$ cat src/rtl/byte_packer_pkg.sv
// Shared types, widths and helpers for the byte packer.
package byte_packer_pkg;

  localparam int unsigned NBYTES    = 4;
  localparam int unsigned BYTE_W    = 8;
  localparam int unsigned DATA_W    = NBYTES * BYTE_W;
  localparam int unsigned RES_W     = (NBYTES - 1) * BYTE_W;
  localparam int unsigned MERGE_W   = (2 * NBYTES - 1) * BYTE_W;
  localparam int unsigned RCNT_W    = 2;
  localparam int unsigned TOTAL_W   = 3;

  typedef enum logic [1:0] {
    EMPTY,
    PARTIAL,
    FLUSH_PEND
  } state_e;

  typedef struct packed {
    logic [DATA_W-1:0] data;
    logic [NBYTES-1:0] be;
  } out_word_t;

  // Low-contiguous byte mask with n bytes set: (1<<n)-1.
  function automatic logic [NBYTES-1:0] mask_from_count(input logic [TOTAL_W-1:0] n);
    logic [NBYTES:0] one_hot;
    one_hot = (NBYTES + 1)'(1) << n;
    return NBYTES'(one_hot - (NBYTES + 1)'(1));
  endfunction

endpackage

$ cat src/rtl/byte_packer_compactor.sv
// Combinational merge of residual bytes with the valid bytes of a new word.
module byte_packer_compactor
  import byte_packer_pkg::*;
(
  input  logic [RES_W-1:0]   res_data,
  input  logic [RCNT_W-1:0]  res_cnt,
  input  logic [DATA_W-1:0]  in_data,
  input  logic [NBYTES-1:0]  in_be,
  output logic [MERGE_W-1:0] merged,
  output logic [TOTAL_W-1:0] total
);

  logic [TOTAL_W-1:0] pos;

  // Residual bytes first, then valid input bytes in ascending order; unused lanes stay zero.
  always_comb begin
    merged = '0;
    pos    = TOTAL_W'(res_cnt);
    for (int i = 0; i < int'(NBYTES - 1); i++) begin
      if (RCNT_W'(i) < res_cnt) begin
        merged[i*BYTE_W +: BYTE_W] = res_data[i*BYTE_W +: BYTE_W];
      end
    end
    for (int i = 0; i < int'(NBYTES); i++) begin
      if (in_be[i]) begin
        merged[BYTE_W * 32'(pos) +: BYTE_W] = in_data[i*BYTE_W +: BYTE_W];
        pos = pos + TOTAL_W'(1);
      end
    end
    total = pos;
  end

endmodule

$ cat config.mk
export PLATFORM = sky130hd
export DESIGN_NAME = byte_packer_compactor
export DESIGN_NICKNAME = d
export VERILOG_FILES = /design/src/rtl/byte_packer_pkg.sv /design/src/rtl/byte_packer_compactor.sv
export SDC_FILE = /design/constraint.sdc
export NUM_CORES = 1
export LEC_CHECK = 0
export ABC_AREA = 1
export BUFFER_PORTS_ARGS = -buffer_cell sky130_fd_sc_hd__buf_2
export CAP_MARGIN = 40
export CELL_PAD_IN_SITES_DETAIL_PLACEMENT = 0
export CELL_PAD_IN_SITES_GLOBAL_PLACEMENT = 1
export CORE_MARGIN = 2
export CORE_UTILIZATION = 34
export DETAILED_ROUTE_END_ITERATION = 10
export GPL_ROUTABILITY_DRIVEN = 0
export PLACE_DENSITY = 0.89
export RECOVER_POWER = 50
export REMOVE_ABC_BUFFERS = 1
export SLEW_MARGIN = 20
export SYNTH_ARGS = -nofsm -noshare
export SYNTH_HDL_FRONTEND = slang
export SYNTH_SLANG_ARGS = --single-unit
$ cat constraint.sdc
create_clock -name vclk -period 5.75
set_input_delay 0.575 -clock vclk [all_inputs]
set_output_delay 0.575 -clock vclk [all_outputs]
set_load 0.02 [all_outputs]
==> results.txt <==
Switching Power: 0.000392 W
share of layout cells above drive strength 1: 0.178
flip-flop and latch area: 0 µm²
Net Sw Frac: 0.726
Slew HR: 0.471
area taken by multi-input logic gates: 0.00320 mm²
final hold violation count: 0
detailed-route vias per instance: 5.46
first-pass GRT wire length: 24.2 mm
Pre-Repair DR Iteration Count: 6
total of buffers placed on input and output ports: 121
routed wirelength normalized by instance count: 15.8 µm
core footprint: 0.0104 mm²
number of placed cells counting well taps: 999
violation count after the first detailed-route iteration: 590
initial core utilization: 0.353
Post-Syn Instances: 765
overflow left after global routing: 0
part of the cycle the worst path needs: 0.919
Detailed Place HPWL: 13.1 mm
Simple-Gate Fraction of Synth Area: 0.687
count of antenna diodes in the layout: 0
non-filler instance count after layout: 999
setup-violating endpoint count in the final report: 0
number of max-slew violations in the final report: 0
placement row count: 37
cell with the most instances after synthesis: nand2_1
Post-Syn Area per Cell: 4.78 µm²
antenna violations before repair: 0
maximum vdd ir drop: 0.0559 mV
Hold-fix buffers, CTS: 0
worst path required time: 5.18 ns
clock network fraction of design power: 0
worst-path maximum fanout: 14
Worst Hold Class: in2out
number of distinct standard cells referenced by the synthesized netlist: 36
Detail Route Antenna Nets: 0
DRC viols: 0
synth cell count leaders: 248 x nand2_1, 124 x nand3_1, 99 x nor2_1
clock buf count: 0
final worst path period need: 5.28 ns
Die Ht: 108 µm
Reg power frac: 0
ratio of total power to cell area: 127 mW/mm²
Die X: 108 µm
maximum number of pins on one net before global-route repair: 25
unrepaired setup endpoints after global routing: false
final-layout fill cell count: 1,292
total wire length: 15.8 mm
vias in the first global route: 4,938
category of the worst setup path launch point: input pin
hold endpoint: merged[7]
result of the run: finished, final reports clean
gr usage total: 0.260
internal power of the cells: 0.000148 W
worst setup path class: in2out
area grow syn2layout: 16.7%
area share of xor/xnor cells in the synthesized design: 0.00479
fraction of the mapped netlist area in adder cells: 0.0616
Top-Level Pins: 121
Nets: 945
portion of the post-synthesis area used by sequential elements: 0
Netlist Area Pre-Place: 0.00366 mm²
Worst EP arrival: 4.71 ns
cell type with the largest total area after synthesis: nand2_1
transition time of the tightest slew-check pin: 0.788 ns
start point of the worst min-delay path: in_data[31]
total number of vias: 5,450
Comb power frac: 1.000
share of the synthesized area in the top cell type: 0.254
Max-Cap Viols: 0
Ys Warns: 0
layout sequential cell count: 0
Achievable Freq: 189 MHz
die area: 0.0116 mm²
sort of element at the end of the critical path: output pin
fraction of the mapped netlist area in compound gates: 0.130
main combinational cell family by area after synthesis: simple AND/OR/NAND/NOR gates
mux share of post-synthesis cell area: 0
main area contributors after synthesis: nand2_1 25%, nand3_1 17%, nor2_1 10%, o21ai_0 7.4%, inv_1 6.3%
Setup TNS Final: 0 ns
Static Leakage: 2.40 nW
Worst Hold Path Cells: 4
stage by stage:
stage | setup WS (ns) | hold WS, ns | util | cell area [µm²] | power, W
6_report | 0.467 | 1.56 | 0.412 | 4270 | 0.000540
5_1_grt | 0.0292 | 1.58 | 0.412 | 4270 | 0.000590
4_1_cts | 0.436 | 1.56 | 0.416 | 4320 | 0.000539
3_5_place_dp | 0.439 | 1.56 | 0.416 | 4320 | 0.000538
3_3_place_gp | 0.601 | 1.55 | 0.416 | 4320 | 0.000538
2_1_floorplan | 0.753 | 1.28 | - | 3510 | 0.000356
worst max-delay path, stage by stage:
cell     delay, ns
buf_2         0.22
inv_1         0.21
ha_1          0.42
nand2_1       0.11
nand2_1       0.12
inv_1         0.05
ha_1          0.28
nand2_1       0.14
nand2_1       0.11
ha_1          0.33
nor2_2        0.07
inv_1         0.07
nand2_1       0.09
ha_1          0.21
ha_1          0.42
inv_1         0.20
nor3_1        0.25
nand3_2       0.25
or2_2         0.34
nand2_1       0.06
buf_2         0.15
cells by family after synthesis:
family	Yosys count
and+or+nand+nor	555
buffers and inverters	101
AOI/OAI and AO/OA	89
adders and majority gates	18
xor gates and xnor gates	2
repair_timing:
item,CTS,global route
gates resized for setup,0,1
setup buffers,0,0
setup endpoints to repair,0,3
layout make-up:
class / instances / share of cell area
Inverter: 74 / 0.0657
Multi-Input combinational cell: 664 / 0.751
Tap cell: 136 / 0.0399
Timing Repair Buffer: 125 / 0.144
cell usage in the layout (no fill, tap or decap), drive strengths merged, types with 6 or more instances in the layout:
master / instances
nand2: 262
nand3: 129
nor2: 116
buf: 109
inv: 73
o21ai: 69
nand4: 25
ha: 18
clkbuf: 16
nor3: 10
or2: 9
a21oi: 6
power by group through the flow:
stage	Combinational [W]	Clock, W	Sequential (W)
floorplan	0.000356	0	0
global placement	0.000538	0	0
detailed placement	0.000538	0	0
CTS	0.000539	0	0
global route	0.000590	0	0
finish	0.000540	0	0
metal layers:
metal	GRT usage	share of wire	vias to the layer above
li1	-	-	2707
met1	0.355	0.43	2445
met2	0.440	0.46	265
met3	0.00605	0.071	33
met4	0.0861	0.031	0
met5	0	0	-
worst max path at each step:
stage	startpoint	end	slack, ns	cells after the start
after floorplan	res_cnt[0]	merged[33]	0.75	19
after global placement	res_cnt[0]	merged[33]	0.60	21
after detailed placement	res_cnt[0]	merged[33]	0.44	21
after CTS	res_cnt[0]	merged[33]	0.44	21
after global routing	res_cnt[0]	merged[33]	0.03	21
final	res_cnt[0]	merged[33]	0.47	21
Power figures use the tool's default switching activity.
